$ cat config.mk
export PLATFORM = sky130hd
export DESIGN_NAME = mem_port_arbiter
export DESIGN_NICKNAME = d
export VERILOG_FILES = /design/src/rtl/mem_port_arbiter.sv
export SDC_FILE = /design/constraint.sdc
export NUM_CORES = 1
export LEC_CHECK = 0
export CORE_AREA = 2 2 541 543
export CTS_BUF_LIST = sky130_fd_sc_hd__clkbuf_2 sky130_fd_sc_hd__clkbuf_4 sky130_fd_sc_hd__clkbuf_8
export CTS_CLUSTER_SIZE = 28
export DETAILED_ROUTE_END_ITERATION = 8
export DIE_AREA = 0 0 543 545
export DONT_BUFFER_PORTS = 1
export PLACE_DENSITY = 0.3
export SYNTH_ARGS = -nofsm -noshare
export SYNTH_HDL_FRONTEND = slang
export SYNTH_SLANG_ARGS = --single-unit
$ cat constraint.sdc
create_clock -name clk -period 1.9 [get_ports clk]
set_input_delay 0.19 -clock clk [delete_from_list [all_inputs] [get_ports clk]]
set_output_delay 0.19 -clock clk [all_outputs]
set_load 0.02 [all_outputs]
$ cat src/rtl/mem_port_arbiter.sv
// Arbiter for the single physical-memory port shared by the icache (fetch) and
// the dcache (memory stage). One line transfer is in flight at a time. Address,
// write line and operation are latched at grant. The owner's resp pulses for one
// cycle. D wins ties unless I has been starved for STARVE_MAX consecutive D grants.
module mem_port_arbiter #(
  parameter int unsigned LINE_W     = 256,
  parameter int unsigned ADDR_W     = 32,
  parameter int unsigned STARVE_MAX = 4
) (
  input  logic              clk,
  input  logic              rst_n,
  // icache side
  input  logic              i_read,
  input  logic [ADDR_W-1:0] i_addr,
  output logic [LINE_W-1:0] i_rdata,
  output logic              i_resp,
  // dcache side
  input  logic              d_read,
  input  logic              d_write,
  input  logic [ADDR_W-1:0] d_addr,
  input  logic [LINE_W-1:0] d_wdata,
  output logic [LINE_W-1:0] d_rdata,
  output logic              d_resp,
  // physical memory side
  output logic              pmem_read,
  output logic              pmem_write,
  output logic [ADDR_W-1:0] pmem_addr,
  output logic [LINE_W-1:0] pmem_wdata,
  input  logic [LINE_W-1:0] pmem_rdata,
  input  logic              pmem_resp,
  output logic              busy
);

  localparam int unsigned CntW = $clog2(STARVE_MAX + 1);
  localparam logic [CntW-1:0] StarveMax = CntW'(STARVE_MAX);

  typedef enum logic [2:0] {
    StIdle,
    StXferI,
    StXferD,
    StRespI,
    StRespD
  } state_e;

  state_e            state_q, state_d;
  logic [CntW-1:0]   starve_cnt_q, starve_cnt_d;
  logic              pmem_read_q, pmem_read_d;
  logic              pmem_write_q, pmem_write_d;
  logic [ADDR_W-1:0] pmem_addr_q, pmem_addr_d;
  logic [LINE_W-1:0] pmem_wdata_q, pmem_wdata_d;
  logic [LINE_W-1:0] i_rdata_q, i_rdata_d;
  logic [LINE_W-1:0] d_rdata_q, d_rdata_d;
  logic              i_resp_q, i_resp_d;
  logic              d_resp_q, d_resp_d;
  logic              busy_q, busy_d;

  logic d_req;
  logic grant_i;
  logic grant_d;

  // Grant decision, only meaningful in IDLE; I is forced once starvation saturates.
  always_comb begin
    d_req   = d_read | d_write;
    grant_i = 1'b0;
    grant_d = 1'b0;
    if (state_q == StIdle) begin
      if (i_read && d_req) begin
        if (starve_cnt_q == StarveMax) begin
          grant_i = 1'b1;
        end else begin
          grant_d = 1'b1;
        end
      end else if (i_read) begin
        grant_i = 1'b1;
      end else if (d_req) begin
        grant_d = 1'b1;
      end
    end
  end

  // Next-state and registered-output computation.
  always_comb begin
    state_d      = state_q;
    starve_cnt_d = starve_cnt_q;
    pmem_read_d  = pmem_read_q;
    pmem_write_d = pmem_write_q;
    pmem_addr_d  = pmem_addr_q;
    pmem_wdata_d = pmem_wdata_q;
    i_rdata_d    = i_rdata_q;
    d_rdata_d    = d_rdata_q;
    i_resp_d     = 1'b0;
    d_resp_d     = 1'b0;

    unique case (state_q)
      StIdle: begin
        if (grant_i) begin
          state_d      = StXferI;
          pmem_read_d  = 1'b1;
          pmem_write_d = 1'b0;
          pmem_addr_d  = i_addr;
          starve_cnt_d = '0;
        end else if (grant_d) begin
          state_d      = StXferD;
          // A simultaneous read and write from the dcache is a writeback.
          pmem_write_d = d_write;
          pmem_read_d  = ~d_write;
          pmem_addr_d  = d_addr;
          pmem_wdata_d = d_wdata;
          if (i_read && (starve_cnt_q != StarveMax)) begin
            starve_cnt_d = starve_cnt_q + CntW'(1);
          end
        end
      end

      StXferI: begin
        if (pmem_resp) begin
          state_d     = StRespI;
          pmem_read_d = 1'b0;
          i_rdata_d   = pmem_rdata;
          i_resp_d    = 1'b1;
        end
      end

      StXferD: begin
        if (pmem_resp) begin
          state_d      = StRespD;
          pmem_read_d  = 1'b0;
          pmem_write_d = 1'b0;
          // Writebacks leave the previously returned line untouched.
          if (pmem_read_q) begin
            d_rdata_d = pmem_rdata;
          end
          d_resp_d = 1'b1;
        end
      end

      // The RESP cycle keeps the still-asserted old request from being re-granted.
      StRespI, StRespD: begin
        state_d = StIdle;
      end

      default: begin
        state_d = StIdle;
      end
    endcase

    busy_d = (state_d != StIdle);
  end

  // State and output registers; reset drops the pmem strobes immediately.
  always_ff @(posedge clk or negedge rst_n) begin
    if (!rst_n) begin
      state_q      <= StIdle;
      starve_cnt_q <= '0;
      pmem_read_q  <= 1'b0;
      pmem_write_q <= 1'b0;
      pmem_addr_q  <= '0;
      pmem_wdata_q <= '0;
      i_rdata_q    <= '0;
      d_rdata_q    <= '0;
      i_resp_q     <= 1'b0;
      d_resp_q     <= 1'b0;
      busy_q       <= 1'b0;
    end else begin
      state_q      <= state_d;
      starve_cnt_q <= starve_cnt_d;
      pmem_read_q  <= pmem_read_d;
      pmem_write_q <= pmem_write_d;
      pmem_addr_q  <= pmem_addr_d;
      pmem_wdata_q <= pmem_wdata_d;
      i_rdata_q    <= i_rdata_d;
      d_rdata_q    <= d_rdata_d;
      i_resp_q     <= i_resp_d;
      d_resp_q     <= d_resp_d;
      busy_q       <= busy_d;
    end
  end

  assign pmem_read  = pmem_read_q;
  assign pmem_write = pmem_write_q;
  assign pmem_addr  = pmem_addr_q;
  assign pmem_wdata = pmem_wdata_q;
  assign i_rdata    = i_rdata_q;
  assign d_rdata    = d_rdata_q;
  assign i_resp     = i_resp_q;
  assign d_resp     = d_resp_q;
  assign busy       = busy_q;

endmodule

Word-level counts from Yosys, hierarchy flattened
Cells that the tools add are included.

storage, ports and cells
  register bits = 811
  bits of input ports = 582
  output and inout bits = 805
  word-level logic and storage cells = 67

cells by class
  add/subtract/negate cells = 1
  eq/ne operators = 7
  muxes and demuxes = 29
  bitwise logic cells = 3
  reductions and logical operators = 16

operators by type and width
  kind                                                                    count
  32-bit two-way mux                                                      2
  3-bit two-way mux                                                       7
  1-bit two-way mux                                                       17
  3-bit AND reduction                                                     5
  3-bit one-hot mux with 3 select lines                                   1
  2-bit nonzero test                                                      4
  3-bit != test (second input constant)                                   2
  1-bit one-hot mux with 2 select lines                                   2
  2-bit AND reduction                                                     2
  3-bit by 1-bit adder with 3-bit output (second input constant)          1
  3-bit by 1-bit equality test with 1-bit output (second input constant)  1
  3-bit by 2-bit equality test with 1-bit output (second input constant)  1
  3-bit equality test (second input constant)                             1
  3-bit zero test                                                         1
  3-bit nonzero test                                                      1
  1-bit logical AND                                                       2
  2-bit by 1-bit != test with 1-bit output (second input constant)        1
  2-bit != test (second input constant)                                   1
  1-bit NOT                                                               2
  2-bit OR reduction                                                      1
  1-bit bitwise OR                                                        1

Longest topological paths before layout
Gate-level depths: netlist (run 1).

  depth in word-level cells = 9
  gate-level depth with buffers = 8
  mapped depth without buffers = 6

Worst setup path before layout (run 1)
OpenSTA, ideal clock, no wires.

  path kind = register to register
  from = register state_q[0]
  to = register pmem_addr_q[10] (netlist: pmem_addr[10])
  library setup time = 137 ps
  arrival time = 1664 ps
  path slack = 99 ps
  cell stages (with the launch flop) = 8
  buffers on the path = 3
  period minus slack after synthesis = 1801 ps
  cell sequence = dfrtp_1 -> buf_6 -> or4b_4 -> nand2b_4 -> buf_6 -> buf_12 -> mux2i_1 -> a21oi_1

between the ends
  word-level cells in the longest chain between the ends = 4
  elaborated cells between the ends (all ways) = 6
  classes of those cells = mux (3); reduce/logical (3)

RTL lines
  item                           line    source
  from (decl)                    45      state_e state_q, state_d;
  from (signal assigned)         153     state_q <= StIdle;
  from (signal assigned)         165     state_q <= state_d;
  3-bit zero test *              66, 94
  1-bit two-way mux              66      if (state_q == StIdle) begin
  2-bit nonzero test (no line)   -
  2-bit AND reduction (no line)  -
  to (signal assigned)           169     pmem_addr_q <= pmem_addr_d;
  to (decl)                      49      logic [ADDR_W-1:0] pmem_addr_q, pmem_addr_d;

Every way passes the cells marked *; elsewhere a longest branch is shown, timed or not.
A chain may end at the register's enable or synchronous reset.

Worst setup path after layout (run 1)
  from = input pmem_resp
  to = register d_rdata_q[119] (netlist: d_rdata[119])

between the ends
  word-level cells in the longest chain between the ends = 1

RTL lines
  item                           line  source
  from (decl)                    30    input logic pmem_resp,
  3-bit AND reduction (no line)  -
  to (signal assigned)           172   d_rdata_q <= d_rdata_d;
  to (decl)                      52    logic [LINE_W-1:0] d_rdata_q, d_rdata_d;

Every way passes these cells.

==> results.md, run 1 <==
- Slowest CP cell: dlygate4sd3_1
- Clock share of power: 0.224
- Largest net degree at the start of global routing: 82
- Chip width: around 540 µm
- Seq pwr share: 0.528
- Layout cell share with drive strength beyond 1: 0.400
- Count of cell types in the netlist: 32
- Sink Count: slightly above 800
- Post-route setup slack: -177 ps
- Cell Int Power: approximately 0.052 W
- Nets: 3695
- Vias in the first global route: approximately 24k
- Grt ovf: 0
- Residual DRC: 0
- R2r setup slk: -120 ps
- Worst path most repeated cell: dlygate4sd3_1
- IO Port Bufs: 0
- Pwr dens: 1680 nW/µm²
- Max cap viols: 0
- Tcrit/Tclk final: 1.09
- Clock root buffer: clkbuf_8
- Post-synth top area share: 0.668
- Via Count: 22.5k
- Syn Inst Count: between 1.5k and 2k
- Final min period: approximately 2100 ps
- Final cell count without fillers: 7194
- First-pass GRT wire length: approximately 220000 µm
- #FFs+latches synth: a little over 800
- Synthesized area: just over 30000 µm²
- CP Launch Type: input pin
- Sequential-to-total area share from yosys stat: 0.668
- Post-synth ARST share: 1.00
- TritonCTS clock tree: built
- Post-detail-place hpwl: between 100000 and 150000 µm
- Leakage: between 20 and 25 nW
- Die Y: 545 µm
- VDD IR-drop max: 0.805 mV
- Switch Pwr: about 0.038 W
- Max Freq: around 480 MHz
- Crit-path max FO: 25
- Worst Tran Pin Value: approximately 620 ps
- Reg clk slew, reported paths: approximately 50 ps
- Worst Hold Class: input pin to flip-flop
- Post-Syn Nets: about 2.4k
- Antenna Nets Post-Route: 0
- Area leader, netlist: dfrtp_1
- FP Rows: just under 200
- Routed wire length: approximately 180000 µm
- Num CTS Buffers: 167
- Area grow syn2layout: 74.7%
- Switching share of power: 0.420
- Fin Clk Skew: ~50 ps
- # IOs: 1387
- Gr usage total: 0.111
- CP max stage delay: 640 ps
- # fillers: around 31k
- Worst Path Required: 2650 ps
- Core area: 290000 µm²
- Full die area: around 300000 µm²
- Ys Warns: 0
- Final hold viol count: 0
- Finish-stage setup viols: between 500 and 600
- Initial DRC Count: ~1.1k
- Final GP Congestion: around 0.85
- Clk_lat worst skew: around 900 ps
- Setup CP Type: input pin to flip-flop
- H-Tree Depth: 4
- Avg Cell Area, Syn: 16.7 µm²
- Clock buffer depth: 4
- Failing checks: negative setup slack
- Initial antenna violation count: roughly 120
- Initial Util: 0.105
- Most used DFF post-synth: dfrtp_1
- CP cell instances: dlygate4sd3_1, dlygate4sd3_1, inv_1, nor4b_4, nand2_4, buf_12, buf_16, mux2_2
- Crit end category: flip-flop
- Number of synthesized flops with an enable pin: 0
- Commonest cells post-synth: dfrtp_1, mux2_2, buf_2, nor2_1, a21oi_1
- Ranking of synthesized cells by area: dfrtp_1, mux2_2, buf_2, mux2i_1, a21oi_1
- Combinational fraction of design power: 0.248
- DRT Pass-1 Iters: 4
- Final Cell Area: ~53000 µm²
- Vias per inst: 3.13
- Final slew viol count: 0
- RSZ-0062 raised after global routing: true
- Pre-CTS WS: -526 ps
- Routed len/inst: roughly 25 µm
- Critical Path AT: between 2000 and 3000 ps
- DP Area: between 30000 and 40000 µm²
- Status: complete, but fails checks
- Post-Place Cells: 5738
- Relative slew margins: 0.587
- Most common cell in the netlist: dfrtp_1
## cells by family after synthesis
kind of cell               Yosys count  share of synthesized area
muxes                              801                      0.295
adders and majority gates            3                    0.00115
AOI/OAI and AO/OA                   46                    0.00856
and+or+nand+nor                     52                    0.00889
buffers and inverters              102                     0.0182
DFF                                811                      0.668
## state kept, by name, indices dropped and copies added, names as in the netlist, 3 cells and up
| register | count |
|---|---|
| state_q | 3 |
| i_rdata | 256 |
| d_rdata | 256 |
| pmem_wdata | 256 |
| pmem_addr | 32 |
| starve_cnt_q | 3 |
## final timing paths
path,start,cells after the start,end
setup / recovery,pmem_resp,8,d_rdata[119]
hold / removal,d_wdata[225],2,pmem_wdata[225]
setup reg to reg,state_q[2],6,i_rdata[124]
hold reg to reg,d_rdata[127],1,d_rdata[127]
max in group asynchronous,rst_n,3,d_rdata[12]
min in group asynchronous,rst_n,3,d_rdata[200]
## worst max-delay path: cells and delay by family
family                 cells  cell delay (ps)
buffers and inverters      5             1780
muxes                      1              280
and+or+nand+nor            2              440
## power by group through the flow
| stage | clock (W) | combinational (W) | sequential (W) |
|---|---|---|---|
| floorplan | 0 | 0.0116 | 0.0411 |
| finish | 0.0200 | 0.0222 | 0.0472 |
| detailed placement | 0 | 0.0149 | 0.0474 |
| global placement | 0 | 0.0145 | 0.0477 |
| global route | 0.0216 | 0.0238 | 0.0481 |
| CTS | 0.0210 | 0.0196 | 0.0472 |
## layout make-up
| cell class | instances | area [µm²] | area share |
|---|---|---|---|
| well taps | 3900 | 4880 | 0.0919 |
| clock buffers | 274 | 3360 | 0.0633 |
| repair buffers | 1225 | 13700 | 0.257 |
| clock inverters | 21 | 215 | 0.00405 |
| multi-input cells | 902 | 10500 | 0.198 |
| diodes | 57 | 143 | 0.00269 |
| inverters | 4 | 15.0 | 0.000283 |
| flip-flops and latches | 811 | 20300 | 0.382 |
## placed cells by master (no fill, tap or decap), types with 2 or more instances in the layout
cell type	synthesis	routed
a21oi_1	34	31
a21oi_2	0	3
buf_12	3	57
buf_16	0	23
buf_4	1	63
buf_6	2	15
buf_8	0	9
bufinv_16	0	2
clkbuf_16	0	34
clkbuf_4	0	66
clkbuf_8	0	208
clkinv_2	0	7
clkinvlp_4	0	6
dfrtp_1	811	806
dfrtp_2	0	5
diode_2	0	57
dlygate4sd3_1	0	1024
inv_1	4	2
inv_2	0	2
inv_8	0	3
mux2_2	769	543
mux2_4	0	226
mux2i_1	32	27
mux2i_4	0	5
nand2_1	7	5
nand2_4	0	2
nor2_1	35	35
o21ai_0	4	4
## metrics by stage
stage	hold slack [ps]	power (W)	util	setup TNS (ps)
floorplan	-106	0.0526	-	0
global placement	170	0.0622	0.125	-71740
detailed placement	174	0.0623	0.125	-61730
CTS	0.637	0.0878	0.176	-52080
global route	35.7	0.0935	0.183	-59880
finish	131	0.0894	0.183	-32980
## timing repair
item,4_1_cts,5_1_grt
endpoints found under the setup margin,712,693
hold endpoints to repair,1622,0
gates resized for setup,61,278
pin swaps,4,7
setup buffers,22,11
hold buffers,1025,0
gates cloned,14,38
## per-layer routing
metal / track usage / wire (µm)
met2: 0.179 / 83900
met1: 0.120 / 66600
met3: 0.0536 / 20100
met5: 0.00682 / 686
met4: 0.0541 / 8680
Power figures use the tool's default switching activity.
==> run 2, diff against run 1 <==
SKIP_LAST_GASP = 1   (was default)
==> results.md, run 2 (synthesis gave the netlist of run 1 again) <==
- Vias per inst: 3.14
- R2r setup slk: -130 ps
- Gr usage total: 0.111
- RR Endpoint: i_rdata[19]
- Switching share of power: 0.421
- Final GP Congestion: between 0.8 and 0.9
- Routed wire length: around 180000 µm
- Die Y: approximately 550 µm
- Worst path top cell family by delay: buffers and inverters
- Full die area: a little under 300000 µm²
- Hold Path Origin: pmem_rdata[95]
- Grt ovf: 0
- Area grow syn2layout: 73.6%
- DRT Pass-1 Iters: 4
- Nets: between 3k and 4k
- H-Tree Depth: 4
- Pre-CTS WS: -526 ps
- Critical Path AT: 2850 ps
- CP Launch Type: input pin
- Failing checks: negative setup slack
- RSZ-0062 raised after global routing: true
- WP depth: 8
- Cell Int Power: between 0.05 and 0.06 W
- Sink Count: between 800 and 900
- Crit path buf inv count: 5
- Final cell count without fillers: just over 7k
- Post-route setup slack: -182 ps
- Post-Place Cells: about 5.7k
- Core area: ~290000 µm²
- Layout cell share with drive strength beyond 1: 0.399
- Pwr dens: between 1500 and 2000 nW/µm²
- # IOs: approximately 1.4k
- VDD IR-drop max: 0.805 mV
- Antenna Nets Post-Route: 0
- Max Freq: just under 500 MHz
- Worst path most repeated cell: dlygate4sd3_1
- Num CTS Buffers: between 150 and 200
- Finish-stage setup viols: about 560
- Met1 Wirelength: roughly 66000 µm
- Setup CP Type: input pin to flip-flop
- TritonCTS clock tree: built
- Largest net degree at the start of global routing: 82
- Reg clk slew, reported paths: around 60 ps
- Initial Util: 0.105
- Clock share of power: 0.225
- # fillers: between 30k and 40k
- Metal3 WL: 20200 µm
- Clk_lat worst skew: around 900 ps
- Leakage: around 22 nW
- CP max stage delay: between 600 and 700 ps
- Most frequent cells in the layout: dlygate4sd3_1, dfrtp_1, mux2_2, clkbuf_8, mux2_4
- Initial DRC Count: ~1.1k
- Worst Path Required: roughly 2700 ps
- Met2 routed WL: 83700 µm
- Residual DRC: 0
- Vias in the first global route: between 20k and 25k
- Setup TNS: -35610 ps
- Worst r2r path cells: 6
- Status: complete, but fails checks
- Hold Path Depth: 2
- R2R Path Start: state_q[2]
- FP Rows: 198
- DR top layer: met5
- Clock root buffer: clkbuf_8
- Chip width: 543 µm
- Final slew viol count: 0
- Slowest CP cell: dlygate4sd3_1
- IO Port Bufs: 0
- Routed len/inst: 24.9 µm
- Crit-path max FO: 24
- Leading cell type in the layout, fill and taps excluded: dlygate4sd3_1
- Worst Hold Endpoint: d_rdata[95]
- Tcrit/Tclk final: 1.10
- CP cell instances: dlygate4sd3_1, dlygate4sd3_1, inv_1, nor4b_4, nand2_4, buf_12, clkbuf_16, mux2_2
- Switch Pwr: ~0.037 W
- Via Count: roughly 23k
- Combinational fraction of design power: 0.244
- Initial antenna violation count: between 100 and 150
- WHS: roughly 130 ps
- Post-detail-place hpwl: 134000 µm
- Worst Tran Pin Value: approximately 620 ps
- Final min period: ~2100 ps
- Fin Clk Skew: 48.2 ps
- Worst Hold Class: input pin to flip-flop
- Relative slew margins: 0.587
- Seq pwr share: 0.530
- First-pass GRT wire length: 223000 µm
- Max cap viols: 0
- Clock buffer depth: 4
- Crit end category: flip-flop
- Final hold viol count: 0
[run 2: cell count changes in the layout (fill, tap and decap cells not counted), moves of 3 or more]
| cell | delta |
|---|---|
| buf_4 | +7 |
| buf_8 | -3 |
| mux2_4 | -65 |
| mux2_2 | +65 |
| diode_2 | +6 |
| buf_6 | -4 |
[run 2: how the worst max path moves through the flow]
| stage | to | startpoint |
|---|---|---|
| floorplan | pmem_addr[10] | state_q[0] |
| global placement | pmem_addr[3] | state_q[1] |
| detailed placement | pmem_addr[3] | state_q[1] |
| CTS | pmem_wdata[188] | starve_cnt_q[0] |
| global route | i_rdata[85] | state_q[2] |
| finish | d_rdata[184] | pmem_resp |
[run 2: final cells by class]
type                    instances  area (µm²)  share of cell area
diodes                         63         158             0.00299
clock buffers                 274        3360              0.0636
clock inverters                21         215             0.00408
inverters                       4        15.0            0.000285
multi-input cells             902       10300               0.195
flip-flops and latches        811       20300               0.385
well taps                    3900        4880              0.0925
repair buffers               1223       13600               0.257
[run 2: power groups by stage]
stage / logic, W / clock network [W] / registers (W)
floorplan: 0.0116 / 0 / 0.0411
global placement: 0.0145 / 0 / 0.0477
detailed placement: 0.0149 / 0 / 0.0474
CTS: 0.0196 / 0.0210 / 0.0472
global route: 0.0233 / 0.0216 / 0.0480
finish: 0.0217 / 0.0200 / 0.0471
[run 2: metrics by stage]
stage / total power (W) / cell area (µm²) / util
6_report: 0.0888 / 52800 / 0.182
5_1_grt: 0.0929 / 52700 / 0.182
4_1_cts: 0.0878 / 51000 / 0.176
3_5_place_dp: 0.0623 / 36300 / 0.125
3_3_place_gp: 0.0622 / 36300 / 0.125
2_1_floorplan: 0.0526 / 30400 / -
[run 2: what timing repair did]
action,in CTS,in global routing
resized for setup,59,200
gates cloned,14,36
pin swaps,4,6
hold endpoints to repair,1622,0
hold buffers,1025,0
buffers inserted,22,11
endpoints found under the setup margin,712,694
[run 2: layer usage]
metal  global-route usage  vias up
met1                0.120    11500
met2                0.179     1460
met5              0.00682        -
met3               0.0536      414
li1                     -     9134
met4               0.0541       68
[run 2: worst reg2reg max path, cell delays in order, from the launching register on]
cell,delay [ps]
dfrtp_1,410
buf_6,150
nor4_4,330
buf_6,260
clkbuf_16,240
buf_12,180
mux2_2,360
==> run 3, diff against run 2 <==
--- a/constraint.sdc
+++ b/constraint.sdc
@@ -3,2 +3,2 @@
 set_output_delay 0.19 -clock clk [all_outputs]
-set_load 0.02 [all_outputs]
+set_load 0.05 [all_outputs]
==> results.md, run 3 (synthesis gave the netlist of run 1 again) <==
- Status: complete, but fails checks
- Failing checks: negative hold slack, negative setup slack
- Layout Utilization: 0.185
- TritonCTS clock tree: built
- Finish-stage setup viols: 465
- Relative slew margins: 0.375
- Vias per inst: 3.10
- Max Freq: slightly below 500 MHz
- Worst r2r path cells: 7
- Chip width: ~540 µm
- Crit end category: flip-flop
- Leading cell type in the layout, fill and taps excluded: dlygate4sd3_1
- Final Cell Area: ~54000 µm²
- Pwr dens: ~2000 nW/µm²
- RSZ-0062 raised after global routing: true
- Initial antenna violation count: between 100 and 150
- Post-route setup slack: -126 ps
- Sink Count: approximately 810
- Setup TNS: -17330 ps
- Worst path most repeated cell: buf_6
- Final cell count without fillers: 7238
- Tcrit/Tclk final: 1.07
- Layout cell share with drive strength beyond 1: 0.487
- Setup CP Type: flip-flop to flip-flop
- Worst Tran Pin Value: 938 ps
- Largest net degree at the start of global routing: between 800 and 900
- VDD IR-drop max: ~1.1 mV
- Initial Util: 0.105
- FF+latch area: about 21000 µm²
- WHS: -1030 ps
- Crit-path max FO: 8
- IO Port Bufs: 0
- CP max stage delay: 440 ps
- Initial DRC Count: approximately 1.2k
- CP cell instances: buf_6, nor4b_4, nand2_4, buf_6, buf_16, bufbuf_16, mux2_2
- CP Launch Type: flip-flop
- Antenna Nets Post-Route: 0
- Leakage: between 20 and 25 nW
- DP Area: between 30000 and 40000 µm²
- Critical Path AT: 2830 ps
- Worst Hold Class: input pin to asynchronous set/reset pin
- FP Rows: between 150 and 200
- Reg clk slew, reported paths: ~60 ps
- Vias in the first global route: about 24k
- Final hold viol count: 502
- Pre-CTS WS: -405 ps
- Worst Path Required: between 2000 and 3000 ps
- Fin Clk Skew: about 43 ps
- Gr usage total: 0.111
- Post-detail-place hpwl: around 130000 µm
- DRT Pass-1 Iters: 5
- Num CTS Buffers: between 150 and 200
- H-Tree Depth: 4
- Full die area: 296000 µm²
- Clk_lat worst skew: 930 ps
- # fillers: ~31k
- Final slew viol count: 0
- Post-Place Cells: 5752
- Routed len/inst: approximately 24 µm
- Grt ovf: 0
- Final min period: between 2000 and 2500 ps
- Core area: approximately 290000 µm²
- Via Count: ~22k
- Slowest CP cell: dfrtp_2
- Final GP Congestion: ~0.85
- Max cap viols: 0
- Nets: 3741
- Footprint of the multi-input gates: between 10000 and 15000 µm²
- Die Y: around 550 µm
- Residual DRC: 0
- Clock buffer depth: 4
- # IOs: ~1.4k
- Clock root buffer: clkbuf_8
- First-pass GRT wire length: 223000 µm
- Routed wire length: 177000 µm
- Area grow syn2layout: 76.9%
- Most frequent cells in the layout: dlygate4sd3_1, mux2_2, dfrtp_1, dfrtp_2, clkbuf_8
run 3: path summary, 6_finish.rpt:
check                              from              end  slack, ps
max in group asynchronous         rst_n      d_rdata[40]        850
setup / recovery             state_q[0]     d_rdata[102]       -130
setup reg to reg             state_q[0]     d_rdata[102]       -130
min in group clk             d_addr[26]    pmem_addr[26]        100
hold reg to reg            i_rdata[144]     i_rdata[144]        510
hold / removal                    rst_n  pmem_wdata[223]      -1030
run 3: worst max-delay path, delay by kind of cell (launching register included):
family        cells  cell delay [ps]
mux               1              260
flops             1              440
buf+inv           4              760
simple gates      2              440
run 3: what timing repair did:
action,in CTS,in global routing
gates cloned,27,22
buffers inserted,45,11
hold endpoints to repair,1621,541
hold buffers,995,47
pin swaps,8,18
gates resized for setup,502,156
endpoints found under the setup margin,1286,886
run 3: metrics by stage:
step	hold slack, ps	power [W]
finish	-1030	0.110
global route	-1170	0.114
CTS	-1180	0.109
detailed placement	-86.0	0.0821
global placement	-85.8	0.0820
floorplan	-106	0.0723
run 3: routing by layer:
layer | wire [µm] | up-vias | track usage
met5 | 363 | - | 0
met4 | 7240 | 54 | 0.0436
met3 | 21500 | 395 | 0.0585
met2 | 83900 | 1467 | 0.184
met1 | 64100 | 11300 | 0.117
li1 | - | 9232 | -
run 3: cell type report:
cell class,instances,share of cell area
multi-input cells,902,0.194
clock buffers,257,0.0597
diodes,61,0.00284
repair buffers,1269,0.262
inverters,4,0.000279
well taps,3900,0.0907
flip-flops and latches,811,0.384
clock inverters,34,0.00682
run 3: power by group:
group | leakage (nW) | switching, W | total (W) | internal (W)
registers | 9.38 | 0.0397 | 0.0658 | 0.0261
clock network | 1.90 | 0.00880 | 0.0202 | 0.0114
logic | 10.7 | 0.00924 | 0.0241 | 0.0148
